**config.mk**
```make
export PLATFORM = sky130hd
export DESIGN_NAME = img_metadata_serializer
export DESIGN_NICKNAME = d
export VERILOG_FILES = /design/src/rtl/img_meta_pkg.sv /design/src/rtl/img_meta_fifo.sv /design/src/rtl/img_metadata_serializer.sv
export SDC_FILE = /design/constraint.sdc
export NUM_CORES = 1
export LEC_CHECK = 0
export ABC_AREA = 1
export CAP_MARGIN = 20
export CORE_MARGIN = 2
export CORE_UTILIZATION = 50
export CTS_CLUSTER_SIZE = 28
export DETAILED_ROUTE_END_ITERATION = 8
export GPL_TIMING_DRIVEN = 0
export HOLD_SLACK_MARGIN = 0.12
export PLACE_DENSITY_LB_ADDON = 0.3
export RECOVER_POWER = 50
export REMOVE_ABC_BUFFERS = 1
export SYNTH_ARGS = -nofsm -noshare
export SYNTH_HDL_FRONTEND = slang
export SYNTH_SLANG_ARGS = --single-unit
export TNS_END_PERCENT = 1
```
**constraint.sdc**
```tcl
create_clock -name sysClk -period 8.2 [get_ports sysClk]
set_input_delay 1.64 -clock sysClk [delete_from_list [all_inputs] [get_ports sysClk]]
set_output_delay 1.64 -clock sysClk [all_outputs]
set_load 0.01 [all_outputs]
```
**src/rtl/img_meta_pkg.sv**
```systemverilog
// Shared definitions for the image metadata serializer: default header layout and FSM states.
package img_meta_pkg;

  // Default header layout, LSB first: trigger_index, timestamp, cam_id, RGB, compression.
  localparam int unsigned TRIG_W   = 16;
  localparam int unsigned TS_W     = 28;
  localparam int unsigned CAM_W    = 1;
  localparam int unsigned RGB_W    = 1;
  localparam int unsigned COMP_W   = 2;

  localparam int unsigned TRIG_OFF = 0;
  localparam int unsigned TS_OFF   = TRIG_OFF + TRIG_W;
  localparam int unsigned CAM_OFF  = TS_OFF + TS_W;
  localparam int unsigned RGB_OFF  = CAM_OFF + CAM_W;
  localparam int unsigned COMP_OFF = RGB_OFF + RGB_W;

  localparam int unsigned META_W_DEFAULT = COMP_OFF + COMP_W;

  typedef enum logic {
    StIdle,
    StSend
  } state_e;

endpackage

```
**src/rtl/img_meta_fifo.sv**
```systemverilog
// Synchronous FIFO holding queued metadata headers; rdata shows the head entry.
module img_meta_fifo #(
  parameter int unsigned WIDTH = 48,
  parameter int unsigned DEPTH = 4
) (
  input  logic                       sysClk,
  input  logic                       rst,
  input  logic                       push,
  input  logic [WIDTH-1:0]           wdata,
  input  logic                       pop,
  output logic [WIDTH-1:0]           rdata,
  output logic                       full,
  output logic                       empty,
  output logic [$clog2(DEPTH+1)-1:0] count
);

  localparam int unsigned AW = (DEPTH > 1) ? $clog2(DEPTH) : 1;
  localparam int unsigned CW = $clog2(DEPTH + 1);

  logic [WIDTH-1:0] mem [DEPTH];
  logic [AW-1:0]    wr_q, rd_q;
  logic [CW-1:0]    cnt_q;
  logic             do_push, do_pop;

  assign empty   = (cnt_q == '0);
  assign full    = (cnt_q == CW'(DEPTH));
  assign count   = cnt_q;
  assign rdata   = mem[rd_q];
  assign do_pop  = pop && !empty;
  // A pop frees a slot in the same cycle, so a push into a full FIFO is accepted then.
  assign do_push = push && (!full || do_pop);

  always_ff @(posedge sysClk) begin
    if (do_push) begin
      mem[wr_q] <= wdata;
    end
  end

  always_ff @(posedge sysClk) begin
    if (rst) begin
      wr_q  <= '0;
      rd_q  <= '0;
      cnt_q <= '0;
    end else begin
      if (do_push) wr_q <= wr_q + AW'(1);
      if (do_pop)  rd_q <= rd_q + AW'(1);
      cnt_q <= cnt_q + CW'(do_push) - CW'(do_pop);
    end
  end

endmodule

```
**src/rtl/img_metadata_serializer.sv**
```systemverilog
// Queues metadata headers and streams each as MSB-first DATA_W beats on a pixel-done edge.
// Define IMG_META_CRC_EN to append an XOR check beat after the header beats.
module img_metadata_serializer
  import img_meta_pkg::*;
#(
  parameter int unsigned DATA_W = 12,
  parameter int unsigned META_W = META_W_DEFAULT,
  parameter int unsigned DEPTH  = 4
) (
  input  logic                       sysClk,
  input  logic                       rst,
  input  logic [META_W-1:0]          meta_in,
  input  logic                       meta_valid,
  input  logic                       all_pixels_in,
  output logic [DATA_W-1:0]          out_data,
  output logic                       out_valid,
  input  logic                       out_ready,
  output logic                       out_last,
  output logic [$clog2(DEPTH+1)-1:0] fifo_count,
  output logic                       err_overflow,
  output logic                       err_underflow
);

  localparam int unsigned NBEATS = (META_W + DATA_W - 1) / DATA_W;
  localparam int unsigned SW     = NBEATS * DATA_W;
  localparam int unsigned PAD    = SW - META_W;
`ifdef IMG_META_CRC_EN
  localparam int unsigned TOTAL  = NBEATS + 1;
`else
  localparam int unsigned TOTAL  = NBEATS;
`endif
  localparam int unsigned LW     = TOTAL * DATA_W;
  localparam int unsigned BW     = (TOTAL > 1) ? $clog2(TOTAL) : 1;
  localparam int unsigned CW     = $clog2(DEPTH + 1);

  state_e            state_q, state_d;
  logic [LW-1:0]     sreg_q, sreg_d, load_word;
  logic [SW-1:0]     padded;
  logic [BW-1:0]     beat_q, beat_d;
  logic [CW-1:0]     pend_q, pend_d, fifo_cnt;
  logic              prev_q, ovf_q, unf_q;
  logic              fifo_full, fifo_empty;
  logic [META_W-1:0] head;
  logic              req, req_ok, outstanding, last_beat, hs, load;

  img_meta_fifo #(
    .WIDTH (META_W),
    .DEPTH (DEPTH)
  ) u_fifo (
    .sysClk (sysClk),
    .rst    (rst),
    .push   (meta_valid),
    .wdata  (meta_in),
    .pop    (load),
    .rdata  (head),
    .full   (fifo_full),
    .empty  (fifo_empty),
    .count  (fifo_cnt)
  );

  // Only the registered count is used, so a header pushed this cycle cannot be claimed yet.
  assign req         = all_pixels_in & ~prev_q;
  assign req_ok      = req && (pend_q < fifo_cnt);
  assign outstanding = (pend_q != '0) || req_ok;
  assign last_beat   = (beat_q == BW'(TOTAL - 1));
  assign hs          = out_valid && out_ready;

  always_comb begin
    padded = SW'(head) << PAD;
`ifdef IMG_META_CRC_EN
    load_word = {padded, {DATA_W{1'b0}}};
    for (int i = 0; i < int'(NBEATS); i++) begin
      load_word[DATA_W-1:0] = load_word[DATA_W-1:0] ^ padded[i*DATA_W +: DATA_W];
    end
`else
    load_word = padded;
`endif
  end

  always_comb begin
    state_d = state_q;
    sreg_d  = sreg_q;
    beat_d  = beat_q;
    load    = 1'b0;
    unique case (state_q)
      StIdle: begin
        if (outstanding && !fifo_empty) begin
          load    = 1'b1;
          state_d = StSend;
        end
      end
      StSend: begin
        if (hs) begin
          if (!last_beat) begin
            sreg_d = sreg_q << DATA_W;
            beat_d = beat_q + BW'(1);
          end else if (outstanding && !fifo_empty) begin
            load = 1'b1;
          end else begin
            state_d = StIdle;
          end
        end
      end
      default: state_d = StIdle;
    endcase
    if (load) begin
      sreg_d = load_word;
      beat_d = '0;
    end
  end

  assign pend_d = pend_q + CW'(req_ok) - CW'(load);

  always_ff @(posedge sysClk) begin
    if (rst) begin
      state_q <= StIdle;
      sreg_q  <= '0;
      beat_q  <= '0;
      pend_q  <= '0;
      prev_q  <= 1'b0;
      ovf_q   <= 1'b0;
      unf_q   <= 1'b0;
    end else begin
      state_q <= state_d;
      sreg_q  <= sreg_d;
      beat_q  <= beat_d;
      pend_q  <= pend_d;
      prev_q  <= all_pixels_in;
      if (meta_valid && fifo_full && !load) ovf_q <= 1'b1;
      if (req && !req_ok)                   unf_q <= 1'b1;
    end
  end

  assign out_valid     = (state_q == StSend);
  assign out_last      = out_valid && last_beat;
  assign out_data      = sreg_q[LW-1 -: DATA_W];
  assign fifo_count    = fifo_cnt;
  assign err_overflow  = ovf_q;
  assign err_underflow = unf_q;

endmodule

```
==> impl_metrics.tcl <==
set metrics [dict create \
    power_per_cell_area_nw_per_um2 350 \
    slew_viol_final 40 \
    setup_viol 0 \
    worstHoldPathCells 2 \
    placementRows 53 \
    criticalPathCategory "primary input to register" \
    first_pass_iters 5 \
    ys.flop_type "edfxtp_1" \
    drc 0 \
    setup_ws_ps 2080 \
    hold_buffers 0 \
    synthMostInstantiatedCell "nor2_1" \
    io_pins 72 \
    worstHoldStart "err_overflow" \
    switching_power_mw 1.58 \
    synth_top_area_share_pct 53.5 \
    syn_area_per_cell_um2 10.5 \
    fin_crit_ps 6120 \
    clk_latency_ps 530 \
    power_frac_comb_pct 34.8 \
    worstReg2RegEnd "u_fifo.mem[2][27]" \
    max_freq_mhz 163 \
    crit_top_cell "nand2_1" \
    synth_area_um2 10800 \
    total_power_mw 4.36 \
    power.leakage_nw 4.83 \
    cap_violations 1 \
    synth_cell_types 32 \
    synth_warnings 0 \
    coreArea_um2 21100 \
    area_delta_synth_final_pct 15.4 \
    die_w_um 151 \
    regToRegSetupSlack_ps 2990 \
    gp_congestion 0.728 \
    antenna_found_initial 2 \
    p_clk_share_pct 25.1 \
    wl_per_cell_um 16.0 \
    skew_ps 19.8 \
    cp_slowest_cell "nand2_1" \
    end_kind "register" \
    hold_viol 0 \
    ys_async_sr_fraction_pct 0 \
    violations "capacitance limit, slew limit" \
    cts_max_level 1 \
    tns_ps 0 \
    required_ps 8410 \
    numCtsBuffers 26 \
    crit_chain "dlygate4sd3_1, inv_1, nor2_1, nand3_2, nand2_1, nand3_4, nand2_1, nand2_1, nor2_4, buf_12" \
    r2r-start "u_fifo.count[1]" \
    totalWireLength_um 21800 \
    synth_commonest_cells "nor2_1 (194), edfxtp_1 (192), nand2_1 (185), o21ai_0 (110), inv_1 (77)" \
    cp.arrival_ps 6330 \
    drive_gt1_share_pct 5.64 \
    synth_largest_area_cell "edfxtp_1" \
    portBuffers 71 \
    clockBufferDepth 3 \
    detail-route-antenna-nets 0 \
    clkSlewWorstSetupHoldPaths_ps 60 \
    die_h_um 151 \
    yosys-top-cells-area "edfxtp_1 (54%), dfxtp_1 (12%), nor2_1 (6.8%), nand2_1 (6.4%), o21ai_0 (5.1%)" \
    period_share_pct 74.6 \
    grt_setup_unrepaired "no" \
    p_int_mw 2.77 \
    status "finished with violations" \
    hp-class "register to register" \
    ys_seq_area_share_pct 65.8 \
    synthCells 1028 \
    grt_overflow 0 \
    synth_edf_count 192 \
    start_kind "primary input" \
    via_per_inst 5.23 \
    holdPathEnd "err_overflow" \
    netSwitchingFraction_pct 36.3 \
    seqPwrFrac_pct 40.1 \
    place_hpwl_um 12300 \
    numClockSinks 258 \
    fillers 1738 \
    cp_max_fo 45 \
    die_area_um2 22700 \
    max_stage_delay_ps 1130 \
    dpl_cell_area_um2 11600 \
    start_util_pct 51.1 \
    grt_pass1_vias 6762 \
    cts_tree "yes" \
    pre_cts_slack_ps 2290 \
    cts_root_buf "clkbuf_16" \
    grt_pass1_wl_um 34900 \
    r2r_cells 12 \
    via_count 7109 \
    track_usage_pct 19.6 \
    finalInstanceArea_um2 12400 \
    peakVddDrop_v 0.000179 \
    grt_max_degree 85 \
    synth-seq-cells 258 \
    ctsResizeCount 0 \
    tightest_slew_ps 1550 \
    maxSlewHeadroom_pct -3.29 \
    fin_nets 1128 \
    drt_iter0_markers 470 \
    postCtsSetupBuffers 0 \
]
==> power groups by stage <==
stage	clock network [mW]	logic (mW)	registers, mW
finish	1.09	1.52	1.75
global route	1.16	1.73	1.77
CTS	1.11	1.53	1.75
detailed placement	0	1.52	1.78
global placement	0	1.40	1.82
floorplan	0	0.965	1.78
==> registers in the layout (all words and copies together), names as in the netlist, named ones only <==
register / cells
u_fifo.mem: 192
sreg_q: 48
pend_q: 3
u_fifo.count: 3
beat_q: 2
u_fifo.rd_q: 2
u_fifo.wr_q: 2
err_overflow: 1
err_underflow: 1
out_valid: 1
prev_q: 1
==> worst max-delay path by stage <==
stage          slack [ps]          start  cells after the start                 to
2_1_floorplan        2340      out_ready                      6   u_fifo.mem[0][0]
3_3_place_gp        -1120      out_ready                      7  u_fifo.mem[1][14]
3_5_place_dp         2290  all_pixels_in                     10  u_fifo.mem[3][14]
4_1_cts              2850  all_pixels_in                     10  u_fifo.mem[3][10]
5_1_grt              1730  all_pixels_in                     10  u_fifo.mem[3][27]
6_report             2080  all_pixels_in                     10  u_fifo.mem[2][27]
==> layer usage <==
| metal | wire length [um] | share of wire [%] | GRT usage (%) | vias up |
|---|---|---|---|---|
| met5 | 0 | 0 | 0 | - |
| met1 | 9270 | 43 | 26.0 | 3345 |
| met3 | 1160 | 5.3 | 2.58 | 32 |
| met4 | 512 | 2.4 | 5.84 | 0 |
| met2 | 10800 | 50 | 33.9 | 176 |
| li1 | - | - | - | 3556 |
==> metrics by stage <==
step | std cells | hold WS (ps) | util [%]
floorplan | 953 | 447 | -
global placement | 1299 | 451 | 53.9
detailed placement | 1308 | 465 | 55.1
CTS | 1356 | 479 | 58.8
global route | 1359 | 523 | 58.9
finish | 1360 | 470 | 59.0
==> logic make-up after synthesis <==
group                    synth area share (%)
adder cells (fa/ha/maj)                  1.65
AND/OR/NAND/NOR                          16.2
AO/OA/AOI/OAI                            9.07
buffers and inverters                    7.05
flip-flops                               65.8
XOR/XNOR                                0.244
==> layout by cell type, fill, tap and decap left out, drive strengths merged <==
cell | netlist | layout
nor2 | 195 | 195
edfxtp | 192 | 192
nand2 | 187 | 187
o21ai | 112 | 112
inv | 78 | 78
dlygate4sd3 | 0 | 69
dfxtp | 66 | 66
clkbuf | 15 | 43
nand4 | 37 | 37
o211ai | 36 | 36
o22ai | 12 | 12
ha | 11 | 11
a21oi | 10 | 10
buf | 60 | 10
nand3 | 7 | 7
clkinv | 1 | 6
diode | 0 | 3
xnor2 | 2 | 2
fa | 2 | 2
clkdlybuf4s50 | 0 | 2
nor3 | 1 | 1
xor2 | 1 | 1
and3 | 1 | 1
a211oi | 1 | 1
a31oi | 1 | 1
==> final cells by class <==
type / instances / area, um2 / area share, %
clock buffer: 43 / 766 / 6.16
sequential: 258 / 7090 / 57.0
tap: 275 / 344 / 2.77
clock inverter: 5 / 23.8 / 0.191
antenna: 3 / 7.51 / 0.0604
timing repair buffer: 81 / 933 / 7.51
inverter: 79 / 307 / 2.47
multi-input combinational: 616 / 2960 / 23.8
==> critical path: cells and delay by family <==
family,cells,cell delay (ps)
buffers and inverters,3,880
AND/OR/NAND/NOR,7,3720
No activity file was read; power rests on OpenSTA's default activity.
